$ cat config.mk
export PLATFORM = sky130hd
export DESIGN_NAME = spmmio_sdspi
export DESIGN_NICKNAME = d
export VERILOG_FILES = /design/src/rtl/spmmio_sdspi.sv
export SDC_FILE = /design/constraint.sdc
export NUM_CORES = 1
export LEC_CHECK = 0
export BUFFER_PORTS_ARGS = -buffer_cell sky130_fd_sc_hd__buf_2
export CORE_ASPECT_RATIO = 0.8
export CORE_UTILIZATION = 55
export DETAILED_ROUTE_END_ITERATION = 8
export PLACE_DENSITY_LB_ADDON = 0.2
export SLEW_MARGIN = 25
export SYNTH_ARGS = -nofsm -noshare
export SYNTH_HDL_FRONTEND = slang
export SYNTH_SLANG_ARGS = --single-unit
$ cat constraint.sdc
create_clock -name clk -period 3.55 [get_ports clk]
set_input_delay 0.5325 -clock clk [delete_from_list [all_inputs] [get_ports clk]]
set_output_delay 0.5325 -clock clk [all_outputs]
set_load 0.02 [all_outputs]
$ cat src/rtl/spmmio_sdspi.sv
// spmmio_sdspi: SPI-mode (mode 0, MSB first) byte engine for the SD card slot.
//
// Ports:
//   clk, reset         system clock, asynchronous active-high reset
//   adr, cs, sel, we, d register window (big-endian numbering, bit 31 = LSB)
//   q                  combinational read data selected by adr
//   sdcard_cs          card chip select pin, low = selected (= ~cs_en)
//   sdcard_sck         SPI clock, idles low
//   sdcard_miso        card data out, registered before use
//   sdcard_mosi        card data in, idles high
//
// Register map (word address):
//   0 CTRL/STAT  q[28]=cs_en q[29]=done q[31]=busy; write d[28]=cs_en, d[29]=1 clears done
//   1 DIV        q[24:31]=div; each SCK phase lasts div+1 clks
//   2 DATA       read rx byte; write starts a transfer when idle
module spmmio_sdspi #(
    parameter logic [7:0] DIV_RESET = 8'd63
) (
    input  logic        clk,
    input  logic        reset,
    input  logic [0:3]  adr,
    input  logic        cs,
    input  logic [0:3]  sel,
    input  logic        we,
    input  logic [0:31] d,
    output logic [0:31] q,
    output logic        sdcard_cs,
    output logic        sdcard_sck,
    input  logic        sdcard_miso,
    output logic        sdcard_mosi
);

    typedef enum logic [1:0] {
        ST_IDLE = 2'd0,
        ST_LOW  = 2'd1,
        ST_HIGH = 2'd2
    } state_t;

    state_t     state_r, state_s;
    logic [7:0] phase_r, phase_s;
    logic [2:0] bit_r, bit_s;
    logic [7:0] tx_r, tx_s;
    logic [7:0] shift_r, shift_s;
    logic [7:0] rx_r, rx_s;
    logic [7:0] div_l_r, div_l_s;
    logic       busy_r, busy_s;
    logic       done_r, done_s;
    logic       sck_r, sck_s;
    logic       mosi_r, mosi_s;
    logic       done_set_s;
    logic [7:0] div_r;
    logic       cs_en_r;
    logic       miso_q_r;

    logic       wr_s, wr_ctrl_s, wr_div_s, wr_data_s, start_s;
    logic       unused_s;

    // Only byte lane 3 carries writable bits; the upper data bits are don't-care.
    assign unused_s  = ^{sel[0:2], d[0:23]};

    assign wr_s      = cs & we & sel[3];
    assign wr_ctrl_s = wr_s & (adr == 4'd0);
    assign wr_div_s  = wr_s & (adr == 4'd1);
    assign wr_data_s = wr_s & (adr == 4'd2);
    // A DATA write while busy is dropped on the floor.
    assign start_s   = wr_data_s & ~busy_r;

    assign sdcard_cs   = ~cs_en_r;
    assign sdcard_sck  = sck_r;
    assign sdcard_mosi = mosi_r;

    // Software-visible configuration registers and the MISO input flop.
    always_ff @(posedge clk or posedge reset) begin
        if (reset) begin
            div_r    <= DIV_RESET;
            cs_en_r  <= 1'b0;
            miso_q_r <= 1'b1;
        end else begin
            miso_q_r <= sdcard_miso;
            if (wr_div_s) begin
                div_r <= d[24:31];
            end else begin
                div_r <= div_r;
            end
            if (wr_ctrl_s) begin
                cs_en_r <= d[28];
            end else begin
                cs_en_r <= cs_en_r;
            end
        end
    end

    // Transfer state and datapath registers.
    always_ff @(posedge clk or posedge reset) begin
        if (reset) begin
            state_r <= ST_IDLE;
            phase_r <= 8'd0;
            bit_r   <= 3'd0;
            tx_r    <= 8'd0;
            shift_r <= 8'd0;
            rx_r    <= 8'hFF;
            div_l_r <= 8'd0;
            busy_r  <= 1'b0;
            done_r  <= 1'b0;
            sck_r   <= 1'b0;
            mosi_r  <= 1'b1;
        end else begin
            state_r <= state_s;
            phase_r <= phase_s;
            bit_r   <= bit_s;
            tx_r    <= tx_s;
            shift_r <= shift_s;
            rx_r    <= rx_s;
            div_l_r <= div_l_s;
            busy_r  <= busy_s;
            done_r  <= done_s;
            sck_r   <= sck_s;
            mosi_r  <= mosi_s;
        end
    end

    // Next-state logic: phase counter times each SCK half period of div_l+1 clks.
    always_comb begin
        state_s    = state_r;
        phase_s    = phase_r;
        bit_s      = bit_r;
        tx_s       = tx_r;
        shift_s    = shift_r;
        rx_s       = rx_r;
        div_l_s    = div_l_r;
        busy_s     = busy_r;
        sck_s      = sck_r;
        mosi_s     = mosi_r;
        done_set_s = 1'b0;
        case (state_r)
            ST_IDLE: begin
                sck_s = 1'b0;
                if (start_s) begin
                    state_s = ST_LOW;
                    tx_s    = d[24:31];
                    div_l_s = div_r;
                    bit_s   = 3'd7;
                    phase_s = 8'd0;
                    busy_s  = 1'b1;
                    mosi_s  = d[24];
                end else begin
                    state_s = ST_IDLE;
                end
            end
            ST_LOW: begin
                if (phase_r == div_l_r) begin
                    state_s = ST_HIGH;
                    phase_s = 8'd0;
                    sck_s   = 1'b1;
                end else begin
                    phase_s = phase_r + 8'd1;
                end
            end
            ST_HIGH: begin
                if (phase_r == div_l_r) begin
                    // Last clk of the high phase: sample, then drop SCK.
                    shift_s = {shift_r[6:0], miso_q_r};
                    phase_s = 8'd0;
                    sck_s   = 1'b0;
                    if (bit_r != 3'd0) begin
                        bit_s   = bit_r - 3'd1;
                        tx_s    = {tx_r[6:0], 1'b0};
                        mosi_s  = tx_r[6];
                        state_s = ST_LOW;
                    end else begin
                        state_s    = ST_IDLE;
                        rx_s       = {shift_r[6:0], miso_q_r};
                        busy_s     = 1'b0;
                        mosi_s     = 1'b1;
                        done_set_s = 1'b1;
                    end
                end else begin
                    phase_s = phase_r + 8'd1;
                end
            end
            default: begin
                state_s = ST_IDLE;
                busy_s  = 1'b0;
                sck_s   = 1'b0;
                mosi_s  = 1'b1;
            end
        endcase
        // Completion takes priority over a same-clk clear.
        if (done_set_s) begin
            done_s = 1'b1;
        end else if (start_s || (wr_ctrl_s && d[29])) begin
            done_s = 1'b0;
        end else begin
            done_s = done_r;
        end
    end

    // Read mux.
    always_comb begin
        q = 32'd0;
        case (adr)
            4'd0: begin
                q[28] = cs_en_r;
                q[29] = done_r;
                q[31] = busy_r;
            end
            4'd1:    q[24:31] = div_r;
            4'd2:    q[24:31] = rx_r;
            default: q = 32'd0;
        endcase
    end

endmodule

==> out/results.txt, run 1 <==
Main synth FF type = dfrtp_1
Setup ws final = 1140 ps
Setup bufs post-CTS = 0
Synth Area in Compound Gates = 10.1%
Detailed-route via count = 2003
Crit path time final = 2410 ps
Crit path max-delay family = simple AND/OR/NAND/NOR gates
Pwr dens = 427 nW/um^2
Tcrit/Tclk final = 68.0%
Pin count of the biggest net entering global routing = 35
H-Tree Depth = 2
Largest family of logic cells by synthesized area = multiplexers
Worst-Skew Late Latency = 320 ps
Wirelength per Cell = 15.8 um
Fin. Hold Viols = 0
Cell Count, Final, Fillers Out = 362
Post-DP HPWL = 4250 um
Clk Tree Root Cell = clkbuf_8
CTS tree = done
Core Area = 5180 sq um
Num rows = 23
Post-Synth XOR/XNOR Area = 2.28%
Die Y = 68.9 um
DRC = 0
Seq/Total Area, Yosys = 46.2%
Setup TNS = 0 ps
Post-synth top cells = mux2_2 (42), dfrtp_1 (40), buf_4 (25)
Data required time of the critical path = 3800 ps
Hold buffers post-CTS = 0
GRT met2 Usage = 33.2%
Hold slack = 306 ps
Reg clk slew, reported paths = 100 ps
Synth top area cells = dfrtp_1 (33%), mux2_2 (15%), dfstp_2 (14%)
Synth top area share = 32.5%
Initial Util = 59.4%
RSZ-0062 raised after global routing = false
Post-synthesis mux area share = 18.1%
Synthesis-stage register bit count = 56
WL final = 5720 um
CP max stage delay = 550 ps
Nature of the critical path endpoint = flop
Post-synthesis adder-cell area fraction = 2.85%
Synthesis Warnings = 0
Layout Area Growth over Synthesis = 5.17%
Worst-path cell chain = xnor2_1 -> nand4_1 -> or2_1 -> nor3_4 -> mux2_2
Peak VDD IR = 267 uV
Cts repair resizes = 0
Slowest-stage cell, CP = nor3_4
Max-slew headroom = 51.8%
DRT Pass-1 Iters = 4
Antenna fix cells = 0
Routability cong. = 0.808
Vias in the first global route = 1847
Post-place instance area = 3140 sq um
Post-Synthesis Cells = 276
IO buf count = 28
Die Span X = 85.6 um
Final net count = 351
Crit Path Max Fanout = 18
FFs w/ async S/R, synth = 100%
Simple-Gate Fraction of Synth Area = 10.8%
GR Util met1 = 31.7%
Worst EP arrival = 2660 ps
Met3 Resource Use GR = 3.93%
Finished Cell Area = 3230 sq um
Clock sinks = 56
Vias per cell = 5.53
GRT Total Usage = 21.7%
Final setup fails = 0
Worst setup SP type = flop
Lkg Pwr = 1.53 nW
Slew Limit Fails = 0
Critical setup path kind = reg -> reg
Max Clock Freq = 0.414 GHz
Library cells used by synthesis = 48
Max-Cap Viols = 0
First-pass GRT wire length = 9490 um
Worst hold path class = in -> reg
Tightest Pin Transition = 718 ps
Synth area leader = dfrtp_1
Synthesized area per cell = 11.1 sq um
Post-Synthesis Cell Area = 3080 sq um
Max Clock Skew = 5.09 ps
Final ANT Viol Nets = 0
Die area = 5900 sq um
Antenna violations before repair = 0
Layout cells sized above 1 = 35.7%
Clk buf depth = 2
Top Usage Layer GRT = met2
Io pins = 80
CTS buffer count = 5
Total global routing overflow = 0
Crit path buf inv count = 0
Post-synth EDFFs = 0
Starting DRT DRC Count = 109
Place WS = 853 ps
Status = finished clean
Most common cell in the synthesized netlist = mux2_2
Placed insts = 354
## metal layers
metal  up-vias  share of wire (%)
met4         0                1.4
li1        961                  -
met1       980                 53
met2        52                 42
met3        10                3.7
met5         -                  0
## per-stage QoR
stage	power [W]	utilization (%)
2_1_floorplan	0.000977	-
3_3_place_gp	0.00101	60.6
3_5_place_dp	0.00102	60.6
4_1_cts	0.00139	62.4
5_1_grt	0.00145	62.4
6_report	0.00138	62.4
## path summary, 6_finish.rpt
check,from,endpoint,cells past startpoint,slack (ps)
max,phase_r[2],rx_r[6],5,1140
min,sdcard_miso,miso_q_r,1,310
max reg2reg,phase_r[2],rx_r[6],5,1140
min reg2reg,tx_r[5],tx_r[5],1,520
max in group asynchronous,reset,div_r[1],3,2400
min in group asynchronous,reset,shift_r[1],2,320
## cells by family (layout without fill, tap and decap cells)
logic type | after synthesis | in the layout
AND/OR/NAND/NOR | 63 | 63
flip-flops | 56 | 56
multiplexers | 50 | 50
buffers and inverters | 47 | 48
AO/OA/AOI/OAI | 44 | 44
XOR/XNOR | 8 | 8
adder cells (fa/ha/maj) | 7 | 7
other | 1 | 24
## power breakdown
part           internal, W  switching (W)  leakage (nW)
clock network     0.000158       0.000211        0.0434
logic            0.0000936       0.000139         0.795
registers         0.000723      0.0000564         0.694
## state kept, by name, summed over array words and instances (netlist names), 2 cells and up
name     count
rx_r         8
tx_r         7
state_r      2
div_l_r      8
bit_r        3
div_r        8
shift_r      7
phase_r      8
## cell type report
type                    count  area, sq um
clock buffers               6         82.6
clock inverters             2         15.0
fillers                   430         1950
inverters                  11         41.3
multi-input cells         196         1450
flip-flops and latches     56         1420
well taps                  62         77.6
repair buffers             29          148
## placed cells by master (no fill, tap or decap), types with 5 or more instances in the layout
cell type	instances
mux2_2	42
clkbuf_8	6
dfrtp_1	40
inv_1	9
nand2_1	9
xnor2_1	8
a21oi_1	13
dfstp_2	16
buf_2	28
conb_1	24
ha_1	7
o21ai_0	6
a22o_1	5
nor2_1	22
a22oi_1	5
nand3_1	7
Power figures use the tool's default switching activity.
==> inputs of run 2 (changes only) <==
Settings changed: CORE_UTILIZATION 55 to 48.
Clock period 3.55 ns to 1.9 ns, I/O delays scaled along.
==> run 2 against run 1 <==
  * The flow now finishes with violations (setup timing)
  * Die area grew 14%
  * Final cell count grew 17%
  * Maximum frequency grew 26%
  * Core utilization shrank 0.80 points
  * Clock power grew to 2.9 times the previous value
  * Critical path depth grew 1
  * Cell area grew 15%
  * Setup slack lost 1200 ps
  * First-iteration DRC count shrank 29%
  * Non-clock buffer count grew 41
  * Global-route usage shrank 1.8 points
  * Largest power group unchanged
==> out/results.txt, run 2 (same netlist as run 1, synthesis figures left out) <==
Status = finished, violations left
Failing checks = setup timing
Most frequent cells in the layout = mux2_2 (41), dfrtp_1 (39), buf_4 (39)
Total Power = 0.00306 W
Worst setup SP type = flop
Initial Util = 50.9%
CP max stage delay = 500 ps
Slew Limit Fails = 0
Post-DP HPWL = 4620 um
Routability cong. = 0.826
Internal power = 0.00227 W
Antenna violations before repair = 0
Nature of the critical path endpoint = flop
Crit path max-delay family = simple AND/OR/NAND/NOR gates
Layout Area Growth over Synthesis = 21.0%
Slowest-stage cell, CP = or4_1
Area used by multi-input combinational logic = 1510 sq um
Worst-path cell chain = xnor2_1 -> nand4_1 -> or2_4 -> buf_6 -> or4_1 -> nand3_1
Clk buf depth = 2
Max Clock Freq = 0.521 GHz
Hold slack = 1.96 ps
WL final = 6250 um
Die Y = 73.6 um
Antenna fix cells = 0
Commonest non-fill, non-tap cell in the layout = mux2_2
Crit Path Max Fanout = 6
Final setup fails = 1
Vias in the first global route = 2027
Clock sinks = 56
Max-slew headroom = 64.0%
Fin. Hold Viols = 0
Clk Tree Root Cell = clkbuf_8
Final net count = 392
Crit path time final = 1920 ps
DRT Pass-1 Iters = 4
First-pass GRT wire length = 10100 um
Core Area = 6040 sq um
R2r startpoint = phase_r[3]
DRC = 0
IO buf count = 28
FILL cells = 473
Tcrit/Tclk final = 101%
Die area = 6730 sq um
Max-Cap Viols = 0
CTS tree = done
GRT Total Usage = 19.9%
FF-to-FF setup slack = -20 ps
Worst hold path class = in -> async
FF-to-FF path depth = 6
Critical setup path kind = reg -> reg
CTS buffer count = 5
Reg power frac = 47.0%
Combinational share of power = 18.5%
Crit path buf inv count = 1
Peak VDD IR = 520 uV
Num rows = 25
Pwr dens = 822 nW/um^2
Die Span X = 91.5 um
Layout cells sized above 1 = 46.3%
Wirelength per Cell = 14.8 um
CP Launch Point = phase_r[3]
Worst-Skew Late Latency = 310 ps
Reg clk slew, reported paths = 100 ps
RSZ-0062 raised after global routing = true
Switching Share = 25.8%
Setup ws final = -18.7 ps
Clock Power Share = 34.6%
R2r endpoint = bit_r[0]
Lkg Pwr = 1.79 nW
Setup crit end = bit_r[0]
Tightest Pin Transition = 538 ps
Starting DRT DRC Count = 77
H-Tree Depth = 2
Max Clock Skew = 5.82 ps
Data required time of the critical path = 2150 ps
Detailed-route via count = 2158
Pin count of the biggest net entering global routing = 57
Switching power total = 0.000788 W
Vias per cell = 5.11
Total global routing overflow = 0
Io pins = 80
Worst EP arrival = 2170 ps
Final ANT Viol Nets = 0
Register area = 1420 sq um
Levels on crit path = 6
## run 2: per-layer routing
metal / vias to the layer above / routed length [um] / track usage (%)
li1: 1047 / - / -
met1: 1054 / 3280 / 29.8
met2: 55 / 2720 / 29.3
met3: 2 / 217 / 4.45
met4: 0 / 27 / 4.76
met5: - / 0 / 0
## run 2: how the worst min path moves through the flow
| stage | startpoint | end | slack, ps |
|---|---|---|---|
| after floorplan | sdcard_miso | miso_q_r | 290 |
| after global placement | reset | cs_en_r | 360 |
| after detailed placement | reset | cs_en_r | 360 |
| after CTS | reset | div_l_r[2] | 20 |
| after global routing | reset | phase_r[2] | 30 |
| final | reset | cs_en_r | 2 |
## run 2: final cells by class
type | count | area share [%]
multi-input combinational | 196 | 40.5
clock buffer | 5 | 1.85
timing repair buffer | 70 | 13.0
clock inverter | 3 | 2.42
sequential | 56 | 38.2
tap | 81 | 2.72
inverter | 11 | 1.24
## run 2: repair_timing
| action | CTS | global route |
|---|---|---|
| resized for setup | 4 | 11 |
| endpoints found under the setup margin | 26 | 29 |
| gates cloned | 0 | 0 |
| hold buffers | 0 | 0 |
| setup buffers | 2 | 7 |
| pin swaps | 3 | 10 |
## run 2: worst register-to-register path, cell delays in order, from the launching register on
cell     delay [ps]
dfrtp_1         410
xnor2_1         160
nand4_1         210
or2_4           340
buf_6           130
or4_1           500
nand3_1         100
## run 2: per-stage QoR
step	instance area, sq um	TNS (ps)	instances	util [%]	worst slack (ps)
finish	3720	-18.7	422	61.6	-18.7
global route	3720	-168	422	61.6	-72.2
CTS	3630	0	416	60.2	4.56
detailed placement	3450	-1160	406	57.1	-114
global placement	3450	-1030	406	57.1	-103
floorplan	3180	-594	299	-	-148
## run 2: power by group through the flow
stage	Sequential [W]	Combinational, W	Clock (W)
after floorplan	0.00145	0.000380	0
after global placement	0.00146	0.000504	0
after detailed placement	0.00146	0.000513	0
after CTS	0.00144	0.000533	0.00107
after global routing	0.00145	0.000618	0.00112
final	0.00144	0.000565	0.00106
==> inputs of run 3 (changes only) <==
==> constraint.sdc (replaced) <==
create_clock -name clk -period 1.9 [get_ports clk]
set_input_delay 0.285 -clock clk [delete_from_list [all_inputs] [get_ports clk]]
set_output_delay 0.285 -clock clk [all_outputs]
set_load 0.1 [all_outputs]
==> run 3 against run 2 <==
  * The flow now finishes without violations
  * Flip-flop and latch count stayed put
  * Critical endpoint unchanged
  * Final cell count is 0.71% lower
  * Critical path depth stayed put
  * Core utilization is 2.6 points higher
  * Worst hold slack better by 65 ps
  * Non-clock buffer count is 2 lower
  * First-iteration DRC count is 30% lower
==> out/results.txt, run 3 (same netlist as run 1, synthesis figures left out) <==
CTS tree = done
Commonest non-fill, non-tap cell in the layout = dfrtp_1
FILL cells = 476
Clk Tree Root Cell = clkbuf_8
Crit path max-delay family = simple AND/OR/NAND/NOR gates
IO buf count = 28
Die area = 6730 sq um
Worst setup SP type = flop
Lkg Pwr = 1.79 nW
Detailed-route via count = 2196
Routability cong. = 0.853
CP Launch Point = phase_r[5]
Data required time of the critical path = 2150 ps
Clock sinks = 56
Worst-Skew Late Latency = 310 ps
Switching Share = 32.8%
Peak VDD IR = 802 uV
CP max stage delay = 470 ps
Layout Area Growth over Synthesis = 26.0%
Slew Limit Fails = 0
Max Clock Skew = 7.11 ps
Place WS = -102 ps
Pwr dens = 818 nW/um^2
Die Span X = 91.5 um
Internal power = 0.00213 W
Setup ws final = 2.74 ps
Total global routing overflow = 0
Num rows = 25
Slowest-stage cell, CP = or4_1
Switching power total = 0.00104 W
Setup TNS = 0 ps
Critical setup path kind = reg -> reg
Crit path buf inv count = 1
Starting DRT DRC Count = 54
Crit Path Max Fanout = 16
Max-Cap Viols = 0
Area used by multi-input combinational logic = 1580 sq um
Register area = 1420 sq um
Wirelength per Cell = 15.7 um
Die Y = 73.6 um
Fin. Hold Viols = 0
Reg clk slew, reported paths = 100 ps
Max Clock Freq = 0.527 GHz
FF-to-FF path depth = 6
RSZ-0062 raised after global routing = true
Final setup fails = 0
Post-place instance area = 3650 sq um
DRC = 0
Post-DP HPWL = 4970 um
R2r endpoint = bit_r[0]
Core Area = 6040 sq um
WL final = 6570 um
GRT Total Usage = 21.0%
Most frequent cells in the layout = dfrtp_1 (39), mux2_2 (38), buf_4 (36)
Final ANT Viol Nets = 0
Clock Power Share = 28.4%
Hold slack = 66.6 ps
Nature of the critical path endpoint = flop
Clk buf depth = 2
Pin count of the biggest net entering global routing = 39
DRT Pass-1 Iters = 4
Antenna violations before repair = 0
CTS buffer count = 5
Layout cells sized above 1 = 48.8%
Io pins = 80
Crit path time final = 1900 ps
Combinational share of power = 26.3%
Tcrit/Tclk final = 99.9%
Worst hold path class = in -> reg
Finished Cell Area = 3880 sq um
Total Power = 0.00317 W
First-pass GRT wire length = 10700 um
Worst EP arrival = 2150 ps
Worst-path cell chain = xnor2_1 -> nand4_1 -> or2_4 -> buf_12 -> or4_1 -> nand3_1
H-Tree Depth = 2
Status = finished clean
Final net count = 390
Antenna fix cells = 0
Setup crit end = bit_r[0]
Vias in the first global route = 2157
Levels on crit path = 6
FF-to-FF setup slack = 3 ps
R2r startpoint = phase_r[5]
Initial Util = 50.9%
Vias per cell = 5.24
Reg power frac = 45.3%
==> run 3: cell type report <==
cell class,instances,area share [%]
clock buffers,5,1.78
clock inverters,2,1.55
inverters,11,1.13
multi-input cells,196,40.7
flip-flops and latches,56,36.7
well taps,81,2.61
repair buffers,68,15.5
==> run 3: power by group through the flow <==
stage / Clock (W) / Sequential, W / Combinational (W)
floorplan: 0 / 0.00150 / 0.000606
global placement: 0 / 0.00145 / 0.000803
detailed placement: 0 / 0.00146 / 0.000819
CTS: 0.000913 / 0.00144 / 0.000832
global route: 0.000967 / 0.00145 / 0.000889
finish: 0.000901 / 0.00144 / 0.000834
==> run 3: worst min path at each step <==
stage	start	endpoint	slack [ps]	cells past startpoint
finish	sdcard_miso	miso_q_r	70	1
global route	sdcard_miso	miso_q_r	50	1
floorplan	sdcard_miso	miso_q_r	290	0
detailed placement	reset	shift_r[1]	300	2
CTS	sdcard_miso	miso_q_r	70	1
global placement	reset	shift_r[1]	300	2
==> run 3: layer usage <==
metal	vias up	track usage [%]	share of wire [%]
met3	6	4.04	3.7
met2	56	34.1	45
met4	0	3.17	0.87
li1	1044	-	-
met1	1090	30.1	50
met5	-	0	0
==> run 3: what timing repair did <==
item / CTS / global route
resized for setup: 4 / 11
cloned: 0 / 0
pin swaps: 3 / 2
setup endpoints to repair: 24 / 31
buffers inserted: 2 / 2
endpoints found under the hold margin: 9 / 0
hold buffers: 1 / 0
==> run 3: through the flow <==
| step | utilization, % | instances |
|---|---|---|
| 6_report | 64.2 | 419 |
| 5_1_grt | 64.2 | 419 |
| 4_1_cts | 63.2 | 417 |
| 3_5_place_dp | 60.5 | 407 |
| 3_3_place_gp | 60.5 | 407 |
| 2_1_floorplan | - | 299 |
==> run 3: worst reg2reg max path, cell delays in order, from the launching register on <==
cell,delay [ps]
dfrtp_1,410
xnor2_1,170
nand4_1,210
or2_4,340
buf_12,160
or4_1,470
nand3_1,80
